`config.mk`:
```
export PLATFORM = sky130hd
export DESIGN_NAME = pop_mode_sequencer_flat
export DESIGN_NICKNAME = d
export VERILOG_FILES = /design/src/rtl/pop_mode_sequencer_if.sv /design/src/rtl/pop_mode_sequencer.sv /design/src/flat_wrapper.sv
export SDC_FILE = /design/constraint.sdc
export NUM_CORES = 1
export LEC_CHECK = 0
export ABC_AREA = 0
export CAP_MARGIN = 20
export CORE_ASPECT_RATIO = 0.9
export CORE_MARGIN = 2
export CORE_UTILIZATION = 41
export CTS_BUF_LIST = sky130_fd_sc_hd__clkbuf_16
export DETAILED_ROUTE_END_ITERATION = 12
export SLEW_MARGIN = 30
export SYNTH_ARGS = -nofsm -noshare
export SYNTH_HDL_FRONTEND = slang
export SYNTH_SLANG_ARGS = --single-unit
```
`constraint.sdc`:
```
create_clock -name clk -period 2.9 [get_ports clk]
set_input_delay 0.58 -clock clk [delete_from_list [all_inputs] [get_ports clk]]
set_output_delay 0.58 -clock clk [all_outputs]
set_load 0.01 [all_outputs]
```
`src/rtl/pop_mode_sequencer_if.sv`:
```
// Bus between the POP mode sequencer and its surroundings: raw buttons,
// timer channels and per-mode configuration in; channel, LED, mode and
// button status out. The sequencer uses the slave modport.
interface pop_mode_sequencer_if #(
  parameter int NUM_MODES = 4,
  parameter int NUM_CH    = 4,
  parameter int NUM_BTN   = 6
);
  localparam int MODE_W = (NUM_MODES > 1) ? $clog2(NUM_MODES) : 1;

  logic [NUM_BTN-1:0]          btn_n;
  logic [NUM_CH-1:0]           timer_ch;
  logic [NUM_MODES*NUM_CH-1:0] mode_pattern;
  logic [NUM_MODES*2-1:0]      led_cfg;

  logic [NUM_CH-1:0]           ch_out;
  logic                        led_out;
  logic [MODE_W-1:0]           mode;
  logic                        mode_change;
  logic [NUM_BTN-1:0]          btn_press;
  logic [NUM_BTN-1:0]          btn_level;

  modport master (
    output btn_n, timer_ch, mode_pattern, led_cfg,
    input  ch_out, led_out, mode, mode_change, btn_press, btn_level
  );

  modport slave (
    input  btn_n, timer_ch, mode_pattern, led_cfg,
    output ch_out, led_out, mode, mode_change, btn_press, btn_level
  );
endinterface

```
`src/rtl/pop_mode_sequencer.sv`:
```
// POP timing board front-panel / mode controller.
// Debounces active-low buttons, steps a mode counter on button 0, drives the
// output channels from per-mode static patterns or from the timer channels
// (one timer-driven mode), blanks all channels for a fixed time after every
// mode change, and drives a status LED whose style is chosen per mode.
// Optional build macro BTN_AUTOREPEAT_EN: buttons 1..NUM_BTN-1 emit repeated
// press pulses while held; without it no repeat logic exists.
module pop_mode_sequencer #(
  parameter int NUM_MODES        = 4,
  parameter int NUM_CH           = 4,
  parameter int NUM_BTN          = 6,
  parameter int TIMER_MODE       = 1,
  parameter int DEBOUNCE_DIV     = 256,
  parameter int DEBOUNCE_SAMPLES = 4,
  parameter int SLOW_LOG2        = 21,
  parameter int FAST_LOG2        = 18,
  parameter int BLANK_CYCLES     = 16
) (
  input logic                clk,
  input logic                reset,
  pop_mode_sequencer_if.slave bus
);

  localparam int MODE_W  = (NUM_MODES > 1) ? $clog2(NUM_MODES) : 1;
  localparam int PRE_W   = (DEBOUNCE_DIV > 1) ? $clog2(DEBOUNCE_DIV) : 1;
  localparam int DCNT_W  = $clog2(DEBOUNCE_SAMPLES + 1);
  localparam int BLANK_W = (BLANK_CYCLES > 0) ? $clog2(BLANK_CYCLES + 1) : 1;
  localparam int BLINK_W = (SLOW_LOG2 > FAST_LOG2) ? SLOW_LOG2 : FAST_LOG2;

  localparam logic [MODE_W-1:0]  LAST_MODE   = MODE_W'(NUM_MODES - 1);
  localparam logic [MODE_W-1:0]  TIMER_IDX   = MODE_W'(TIMER_MODE);
  localparam bit                 HAS_TIMER   = (TIMER_MODE < NUM_MODES);
  localparam logic [PRE_W-1:0]   PRE_LAST    = PRE_W'(DEBOUNCE_DIV - 1);
  localparam logic [DCNT_W-1:0]  DCNT_LAST   = DCNT_W'(DEBOUNCE_SAMPLES - 1);
  localparam logic [BLANK_W-1:0] BLANK_INIT  = BLANK_W'(BLANK_CYCLES);

  // Per-mode views of the flattened configuration buses
  logic [NUM_CH-1:0] pattern_arr [NUM_MODES];
  logic [1:0]        led_arr     [NUM_MODES];

  genvar gi;
  generate
    for (gi = 0; gi < NUM_MODES; gi++) begin : g_mode_slice
      assign pattern_arr[gi] = bus.mode_pattern[gi*NUM_CH +: NUM_CH];
      assign led_arr[gi]     = bus.led_cfg[gi*2 +: 2];
    end
  endgenerate

  // Button path state
  logic [NUM_BTN-1:0] sync1_q, sync1_d;
  logic [NUM_BTN-1:0] sync2_q, sync2_d;
  logic [NUM_BTN-1:0] stable_q, stable_d;
  logic [NUM_BTN-1:0] stable_dly_q, stable_dly_d;
  logic [NUM_BTN-1:0] btn_press_q, btn_press_d;
  logic [DCNT_W-1:0]  deb_cnt_q [NUM_BTN];
  logic [DCNT_W-1:0]  deb_cnt_d [NUM_BTN];
  logic [PRE_W-1:0]   presc_q, presc_d;
  logic               tick;
  logic [NUM_BTN-1:0] rise;

  // Mode / output state
  logic [MODE_W-1:0]  mode_q, mode_d;
  logic               mode_change_q, mode_change_d;
  logic [BLANK_W-1:0] blank_q, blank_d;
  logic [NUM_CH-1:0]  ch_out_q, ch_out_d;
  logic               led_out_q, led_out_d;
  logic [BLINK_W-1:0] blink_q, blink_d;
  logic               is_timer_mode;

  // Synchroniser, sample-tick prescaler and per-button debounce counters
  always_comb begin
    sync1_d      = ~bus.btn_n;
    sync2_d      = sync1_q;
    stable_d     = stable_q;
    stable_dly_d = stable_q;
    presc_d      = (presc_q == PRE_LAST) ? '0 : presc_q + 1'b1;
    tick         = (presc_q == PRE_LAST);
    for (int i = 0; i < NUM_BTN; i++) begin
      deb_cnt_d[i] = deb_cnt_q[i];
      if (tick) begin
        if (sync2_q[i] != stable_q[i]) begin
          // Enough consecutive disagreeing samples: accept the new level
          if (deb_cnt_q[i] == DCNT_LAST) begin
            stable_d[i]  = ~stable_q[i];
            deb_cnt_d[i] = '0;
          end else begin
            deb_cnt_d[i] = deb_cnt_q[i] + 1'b1;
          end
        end else begin
          deb_cnt_d[i] = '0;
        end
      end
    end
  end

  assign rise = stable_q & ~stable_dly_q;

`ifdef BTN_AUTOREPEAT_EN
  localparam int               RPT_W      = FAST_LOG2 + 1;
  localparam logic [RPT_W-1:0] RPT_HOLD   = RPT_W'(2**FAST_LOG2);
  // After a repeat the timer restarts so the next one lands one repeat
  // period later instead of a full hold time later.
  localparam logic [RPT_W-1:0] RPT_RELOAD = RPT_W'(2**FAST_LOG2 - 2**(FAST_LOG2-2) + 1);

  logic [RPT_W-1:0]   rpt_q [NUM_BTN];
  logic [RPT_W-1:0]   rpt_d [NUM_BTN];
  logic [NUM_BTN-1:0] rpt_fire;

  // Hold timers for the repeating buttons; button 0 never repeats
  always_comb begin
    rpt_fire = '0;
    for (int i = 0; i < NUM_BTN; i++) begin
      rpt_d[i] = '0;
      if (i != 0 && stable_q[i]) begin
        if (rpt_q[i] == RPT_HOLD) begin
          rpt_fire[i] = 1'b1;
          rpt_d[i]    = RPT_RELOAD;
        end else begin
          rpt_d[i] = rpt_q[i] + 1'b1;
        end
      end
    end
  end

  // Hold timer registers
  always_ff @(posedge clk) begin
    for (int i = 0; i < NUM_BTN; i++) begin
      if (reset) rpt_q[i] <= '0;
      else       rpt_q[i] <= rpt_d[i];
    end
  end

  // Press pulse on each debounced press, plus repeats while held
  always_comb begin
    btn_press_d = rise | rpt_fire;
  end
`else
  // Press pulse once per debounced press; releases never pulse
  always_comb begin
    btn_press_d = rise;
  end
`endif

  // Button path registers
  always_ff @(posedge clk) begin
    if (reset) begin
      sync1_q      <= '0;
      sync2_q      <= '0;
      stable_q     <= '0;
      stable_dly_q <= '0;
      btn_press_q  <= '0;
      presc_q      <= '0;
      for (int i = 0; i < NUM_BTN; i++) deb_cnt_q[i] <= '0;
    end else begin
      sync1_q      <= sync1_d;
      sync2_q      <= sync2_d;
      stable_q     <= stable_d;
      stable_dly_q <= stable_dly_d;
      btn_press_q  <= btn_press_d;
      presc_q      <= presc_d;
      for (int i = 0; i < NUM_BTN; i++) deb_cnt_q[i] <= deb_cnt_d[i];
    end
  end

  // Mode stepping on button 0 and blanking counter (reloaded on every step)
  always_comb begin
    mode_d        = mode_q;
    mode_change_d = 1'b0;
    blank_d       = blank_q;
    if (btn_press_q[0]) begin
      mode_d        = (mode_q == LAST_MODE) ? '0 : mode_q + 1'b1;
      mode_change_d = 1'b1;
      blank_d       = BLANK_INIT;
    end else if (blank_q != '0) begin
      blank_d = blank_q - 1'b1;
    end
  end

  assign is_timer_mode = HAS_TIMER && (mode_d == TIMER_IDX);

  // Channel and LED next values; channels use the next mode/blank state so
  // the old pattern never shows for a cycle after a mode change
  always_comb begin
    ch_out_d = '0;
    if (blank_d == '0) begin
      if (is_timer_mode) ch_out_d = bus.timer_ch;
      else               ch_out_d = pattern_arr[mode_d];
    end
    blink_d   = blink_q + 1'b1;
    led_out_d = 1'b0;
    case (led_arr[mode_q])
      2'b00:   led_out_d = 1'b0;
      2'b01:   led_out_d = 1'b1;
      2'b10:   led_out_d = blink_q[SLOW_LOG2-1];
      default: led_out_d = blink_q[FAST_LOG2-1];
    endcase
  end

  // Mode, blanking, output and blink registers
  always_ff @(posedge clk) begin
    if (reset) begin
      mode_q        <= '0;
      mode_change_q <= 1'b0;
      blank_q       <= '0;
      ch_out_q      <= '0;
      led_out_q     <= 1'b0;
      blink_q       <= '0;
    end else begin
      mode_q        <= mode_d;
      mode_change_q <= mode_change_d;
      blank_q       <= blank_d;
      ch_out_q      <= ch_out_d;
      led_out_q     <= led_out_d;
      blink_q       <= blink_d;
    end
  end

  assign bus.ch_out      = ch_out_q;
  assign bus.led_out     = led_out_q;
  assign bus.mode        = mode_q;
  assign bus.mode_change = mode_change_q;
  assign bus.btn_press   = btn_press_q;
  assign bus.btn_level   = stable_q;

endmodule

```
`src/flat_wrapper.sv`:
```
// flat-port wrapper written by rule: the top's interface ports become plain ports
module pop_mode_sequencer_flat 
#(
  parameter int NUM_MODES        = 4,
  parameter int NUM_CH           = 4,
  parameter int NUM_BTN          = 6,
  parameter int TIMER_MODE       = 1,
  parameter int DEBOUNCE_DIV     = 256,
  parameter int DEBOUNCE_SAMPLES = 4,
  parameter int SLOW_LOG2        = 21,
  parameter int FAST_LOG2        = 18,
  parameter int BLANK_CYCLES     = 16
)
  (clk, reset, bus_btn_n, bus_timer_ch, bus_mode_pattern, bus_led_cfg, bus_ch_out, bus_led_out, bus_mode, bus_mode_change, bus_btn_press, bus_btn_level);
  pop_mode_sequencer_if #(.NUM_MODES(NUM_MODES), .NUM_CH(NUM_CH), .NUM_BTN(NUM_BTN)) bus_i ();
  input logic clk;
  input logic reset;
  input wire logic [$bits(bus_i.btn_n)-1:0] bus_btn_n;
  input wire logic [$bits(bus_i.timer_ch)-1:0] bus_timer_ch;
  input wire logic [$bits(bus_i.mode_pattern)-1:0] bus_mode_pattern;
  input wire logic [$bits(bus_i.led_cfg)-1:0] bus_led_cfg;
  output wire logic [$bits(bus_i.ch_out)-1:0] bus_ch_out;
  output wire logic [$bits(bus_i.led_out)-1:0] bus_led_out;
  output wire logic [$bits(bus_i.mode)-1:0] bus_mode;
  output wire logic [$bits(bus_i.mode_change)-1:0] bus_mode_change;
  output wire logic [$bits(bus_i.btn_press)-1:0] bus_btn_press;
  output wire logic [$bits(bus_i.btn_level)-1:0] bus_btn_level;
  assign bus_i.btn_n = bus_btn_n;
  assign bus_i.timer_ch = bus_timer_ch;
  assign bus_i.mode_pattern = bus_mode_pattern;
  assign bus_i.led_cfg = bus_led_cfg;
  assign bus_ch_out = bus_i.ch_out;
  assign bus_led_out = bus_i.led_out;
  assign bus_mode = bus_i.mode;
  assign bus_mode_change = bus_i.mode_change;
  assign bus_btn_press = bus_i.btn_press;
  assign bus_btn_level = bus_i.btn_level;
  pop_mode_sequencer #(.NUM_MODES(NUM_MODES), .NUM_CH(NUM_CH), .NUM_BTN(NUM_BTN), .TIMER_MODE(TIMER_MODE), .DEBOUNCE_DIV(DEBOUNCE_DIV), .DEBOUNCE_SAMPLES(DEBOUNCE_SAMPLES), .SLOW_LOG2(SLOW_LOG2), .FAST_LOG2(FAST_LOG2), .BLANK_CYCLES(BLANK_CYCLES)) u_core (.clk(clk), .reset(reset), .bus(bus_i));
endmodule
```
==> results of run 1 <==
registers in the layout (all words and copies together) (netlist names), 5 cells and up:
register	count
u_core.blank_q	5
u_core.deb_cnt_q	18
u_core.blink_q	21
u_core.bus.btn_level	6
u_core.stable_dly_q	6
u_core.bus.btn_press	6
u_core.presc_q	8
u_core.sync1_q	6
u_core.sync2_q	6
metal layers:
layer / track usage, % / vias to the layer above / share of wire, %
met5: 0 / - / 0
met4: 4.934 / 0 / 1.3
met3: 5.755 / 9 / 6.5
met2: 23.55 / 61 / 45
met1: 17.43 / 1249 / 48
li1: - / 1424 / -
cell usage after synthesis (all sizes together) (2+ instances only):
master	n	area share, %
o41ai	4	0.96
xnor2	15	3.6
and4	3	0.72
mux2i	4	1.1
or2	2	0.34
or4b	4	1.1
dfxtp	90	49
nand3	14	2.1
a21oi	29	4.0
and2	4	0.69
xor2	8	1.9
nor3	12	1.6
mux2	2	0.62
nand2	24	2.5
nor4b	2	0.65
buf	5	0.82
nand4b	4	0.96
inv	14	1.4
or4	4	0.82
o21ai	12	1.6
mux4	6	3.7
or3	6	1.2
nor4	6	1.0
nor3b	6	1.2
o31ai	4	0.82
nand4	3	0.51
ha	10	3.4
nor2b	22	3.8
clkbuf	11	1.1
nand2b	7	1.2
nand3b	2	0.41
nor2	39	4.0
metrics by stage:
step	area [um^2]	utilization (%)	setup WS, ns
after floorplan	3652	-	0.8730
after global placement	4270	49.61	0.7957
after detailed placement	4270	49.61	0.7903
after CTS	4547	52.82	0.7833
after global routing	4547	52.82	0.6676
final	4547	52.82	0.8234
area by class of cell:
class | instances | area, um^2
Sequential cell | 90 | 1802
Inverter | 14 | 52.55
Clock buffer | 9 | 225.2
Fill cell | 799 | 4061
Clock inverter | 7 | 51.30
Timing Repair Buffer | 54 | 540.5
Multi-Input combinational cell | 261 | 1727
Tap cell | 119 | 148.9
worst paths after layout:
kind	start	to	slack (ns)	cells after the start
max	u_core.bus.mode[0]	u_core.bus.ch_out[1]	0.82	4
min	u_core.stable_dly_q[3]	u_core.bus.btn_press[3]	0.38	1
max reg2reg	u_core.bus.mode[0]	u_core.bus.ch_out[1]	0.82	4
min reg2reg	u_core.stable_dly_q[3]	u_core.bus.btn_press[3]	0.38	1
power by group:
part,internal [mW],total [mW],switching [mW]
combinational,0.172,0.304,0.132
clock,0.585,1.07,0.485
sequential,1.28,1.32,0.0374
total,2.04,2.70,0.655
kinds of logic after synthesis:
kind of cell / Yosys count / synth area share, %
and+or+nand+nor: 165 / 24.94
DFF: 90 / 49.33
AOI/OAI and AO/OA: 51 / 7.982
buffers and inverters: 30 / 3.392
xor gates and xnor gates: 23 / 5.516
muxes: 12 / 5.413
adders and majority gates: 10 / 3.426
==> reports/qor.yml, run 1 <==
status:
  outcome: "complete, no violations"
sta:
  max-slew-margin-rel_pct: 56.36
  max_freq_mhz: 481.6
  fin_skew_ns: 0.007066
  layout_worst_path_cycle_share_pct: 71.61
  final_slew_viol_count: 0
  final-hold-violation-count: 0
  hold_slack_ns: 0.3829
  worst_slew_pin_slew_ns: 0.6364
  unrepaired_setup_endpoints_after_global_routing: "false"
  setup_viol_count_final: 0
  fin_crit_ns: 2.077
  fin_tns_setup_ns: 0
layout:
  antenna_cells_inserted: 0
  layout.cells.most_common_list: "dfxtp_1 (90), clkdlybuf4s50_1 (50), nor2_1 (39)"
  post_route_cells_drive_above_1_share_pct: 7.586
  synthToLayoutAreaGrowth_pct: 24.49
  layout.cells.most_common: "dfxtp_1"
  design.final.nets: 476
  layout.cells.non_filler: 554
pwr:
  power_per_unit_of_standard_cell_area_mw_per_mm2: 592.9
  leakagePower_nw: 1.613
  worst_ir_drop_vdd_mv: 0.2733
  p_total_mw: 2.696
cts:
  clockRootBuffer: "clkbuf_16"
  post-cts-setup-buffers: 0
  post_cts_resize_count: 0
  cts_tree: "done"
  cts-root-to-sink-buffers: 2
  cts-buffers-inserted: 9
  cts-htree-levels: 3
  clock_sinks: 90
  later_pin_clock_latency_in_the_skew_report_ns: 0.34
  cts_hold_repair.buffers: 0
  path_clk_slew_ns: 0.07
detailed_routing:
  detail_route.vias_per_cell: 4.951
  drtAntennaViolNets: 0
  drt_wl_total_um: 6384
  number_of_drc_markers_in_iteration_0: 116
  number_of_detailed_routing_iterations_run_before_antenna_repair: 4
  wl_per_cell_um: 11.52
  drc: 0
  routed-via-count: 2743
die:
  core-area_mm2: 0.008608
  die_h_um: 93.54
  die_area_mm2: 0.009680
  core.rowCount: 32
  floorplan.initialDensity_pct: 42.43
  die_w_um: 103.5
  io_pins: 56
grt:
  grt_first_pass_wirelength_um: 11250
  grt_start_max_net_pins: 82
  initial_antenna_violation_count: 0
  gr-total-overflow: 0
  first_global_vias: 2615
  grtUsageTotal_pct: 14.53
placement:
  finalWeightedCongestion: 0.7417
  placed_cells_incl_taps: 538
  place.detailed.hpwl_um: 4256
  portBuffers: 51
synth:
  yosys_most_used_dff: "dfxtp_1"
  postSynthRegisterBits: 90
  syn-instance-count: 381
  synthesis.nets: 427
  synth_cell_types: 42
  postSynth.asyncResetShare_pct: 0
  synth_sequential_area_ratio_pct: 49.33
  synth_area_mm2: 0.003652
  synth_enable_flop_cells: 0
  yosysWarnings: 0
  synthesis.area_per_instance_um2: 9.586
critical_path:
  cp.buffers_inverters: 0
  worst_ep_arrival_time_ns: 2.30
  worstSetupStartpointType: "flip-flop"
  timing.critical_path.required_ns: 3.13
  critical_path.cell_chain: "ha_1 -> mux2i_1 -> mux4_2 -> and2_1"
  critPathKind: "flip-flop to flip-flop"
  critical_path_sink_type: "flip-flop"
  critical_path.max_fanout: 6
  critPathTopFamily: "multiplexers"
  worst_path_largest_cell_delay_ns: 0.57
  slowest_stage: "mux4_2"
min_path:
  hold_path_class: "flip-flop to flip-flop"
flow_run:
  drv.max_cap_violation_count: 0
No activity file was read; power rests on OpenSTA's default activity.
==> run 2: changes to the inputs <==
--- a/config.mk
+++ b/config.mk
@@ -12,6 +12,7 @@
 export CORE_UTILIZATION = 41
 export CTS_BUF_LIST = sky130_fd_sc_hd__clkbuf_16
 export DETAILED_ROUTE_END_ITERATION = 12
+export PLACE_DENSITY = 0.66
 export SLEW_MARGIN = 30
 export SYNTH_ARGS = -nofsm -noshare
 export SYNTH_HDL_FRONTEND = slang
==> constraint.sdc (replaced) <==
create_clock -name clk -period 1.8 [get_ports clk]
set_input_delay 0.36 -clock clk [delete_from_list [all_inputs] [get_ports clk]]
set_output_delay 0.36 -clock clk [all_outputs]
set_load 0.01 [all_outputs]
==> reports/qor.yml, run 2 (synthesis results as in run 1) <==
sta:
  max_freq_mhz: 576.7
  final_slew_viol_count: 0
  post-route-worst-setup-slack_ns: 0.06588
  layout_worst_path_cycle_share_pct: 96.34
  final-hold-violation-count: 0
  unrepaired_setup_endpoints_after_global_routing: "true"
  fin_crit_ns: 1.734
  fin_skew_ns: 0.009319
  hold_slack_ns: 0.3771
  setup_viol_count_final: 0
  max-slew-margin-rel_pct: 73.32
  fin_tns_setup_ns: 0
  worst_slew_pin_slew_ns: 0.3966
placement:
  portBuffers: 51
  place.detailed.hpwl_um: 4775
  placed_cells_incl_taps: 552
  post-place-ws_ns: 0.01851
  finalWeightedCongestion: 0.7346
detailed_routing:
  drtAntennaViolNets: 0
  drc: 0
  number_of_drc_markers_in_iteration_0: 72
  wl_per_cell_um: 11.87
  drt_wl_total_um: 6733
  detail_route.vias_per_cell: 4.921
  routed-via-count: 2790
  number_of_detailed_routing_iterations_run_before_antenna_repair: 4
layout:
  nFillCells: 776
  synthToLayoutAreaGrowth_pct: 28.33
  regArea_mm2: 0.001804
  top_regs: "u_core.blink_q x21, u_core.deb_cnt_q x18, u_core.presc_q x8"
  post_route_cells_drive_above_1_share_pct: 11.83
  layout.cells.most_common_list: "dfxtp_1 (88), clkdlybuf4s50_1 (49), nor2_1 (39)"
  largest_register_ffs: 21
  layout.cells.non_filler: 567
  design.final.nets: 490
  multi_input_comb_area_mm2: 0.001758
  layout.cells.most_common: "dfxtp_1"
  antenna_cells_inserted: 0
  registers.top_by_ff_count: "u_core.blink_q"
critical_path:
  worstSetupStartpointType: "flip-flop"
  critical_path_sink_type: "flip-flop"
  critPathKind: "flip-flop to flip-flop"
  slowest_stage: "or4b_1"
  timing.critical_path.required_ns: 2.07
  critical_path.cell_chain: "ha_4 -> nand2_2 -> or3_4 -> or4b_1 -> a21oi_2"
  worst_path_largest_cell_delay_ns: 0.50
  critical_path.max_fanout: 9
  worst_ep_arrival_time_ns: 2.01
grt:
  gr-total-overflow: 0
  grt_first_pass_wirelength_um: 11360
  grtUsageTotal_pct: 14.93
  initial_antenna_violation_count: 0
  first_global_vias: 2594
  grt_start_max_net_pins: 32
flow_run:
  drv.max_cap_violation_count: 0
die:
  core.rowCount: 32
  floorplan.initialDensity_pct: 42.43
  die_w_um: 103.5
  die_h_um: 93.54
  io_pins: 56
  core-area_mm2: 0.008608
  die_area_mm2: 0.009680
cts:
  clock_sinks: 90
  clockRootBuffer: "clkbuf_16"
  post-cts-setup-buffers: 0
  cts-htree-levels: 3
  cts-buffers-inserted: 9
  cts_hold_repair.buffers: 0
  later_pin_clock_latency_in_the_skew_report_ns: 0.33
  path_clk_slew_ns: 0.07
  cts-root-to-sink-buffers: 2
  cts_tree: "done"
pwr:
  power_per_unit_of_standard_cell_area_mw_per_mm2: 936.9
  leakagePower_nw: 1.695
  worst_ir_drop_vdd_mv: 0.5068
min_path:
  hold_path_class: "input port to flip-flop"
status:
  outcome: "complete, no violations"
## run 2: cell types whose count changed in the layout (fill, tap and decap cells not counted), sizes merged
cell / previous run / this run
clkdlybuf4s50: 50 / 49
dlymetal6s2s: 0 / 1
buf: 4 / 18
clkinvlp: 1 / 2
clkinv: 4 / 2
## run 2: worst paths after layout
kind	slack, ns	startpoint	endpoint	cells past startpoint
min reg2reg	0.38	u_core.stable_dly_q[3]	u_core.bus.btn_press[3]	1
max reg2reg	0.07	u_core.presc_q[0]	u_core.deb_cnt_q[2][0]	5
max	0.07	u_core.presc_q[0]	u_core.deb_cnt_q[2][0]	5
min	0.38	reset	u_core.sync1_q[0]	2
## run 2: layout make-up
class / instances / area share [%]
Inverter: 14 / 1.121
Tap cell: 119 / 3.177
Clock buffer: 9 / 4.805
Sequential cell: 90 / 38.49
Multi-Input combinational cell: 261 / 37.51
Clock inverter: 6 / 1.068
Timing Repair Buffer: 68 / 13.83
## run 2: repair_timing
action / 4_1_cts / 5_1_grt
endpoints found under the setup margin: 1 / 5
pin swaps: 0 / 2
resized for setup: 1 / 5
## run 2: power by group
| part | internal, mW | switching (mW) |
|---|---|---|
| registers | 2.07 | 0.0611 |
| clock network | 0.942 | 0.782 |
| logic | 0.304 | 0.234 |
| total | 3.31 | 1.08 |
## run 2: per-layer routing
metal | wire [um] | global-route usage [%] | share of wire (%)
met1 | 3077 | 17.08 | 46
met5 | 0 | 0 | 0
met4 | 71 | 5.373 | 1.1
met3 | 292 | 5.007 | 4.3
met2 | 3291 | 25.65 | 49
## run 2: critical path, delay by kind of cell, from the launching register on
family | cells | cell delay, ns
compound gates | 1 | 0.15
fa+ha+maj | 1 | 0.16
flops | 1 | 0.38
simple gates | 3 | 0.97
## run 2: through the flow
stage | utilization [%] | power, mW | area, um^2
finish | 54.45 | 4.391 | 4687
global route | 54.45 | 4.601 | 4687
CTS | 54.22 | 4.458 | 4667
detailed placement | 51.00 | 2.715 | 4390
global placement | 51.00 | 2.692 | 4390
floorplan | - | 2.493 | 3667
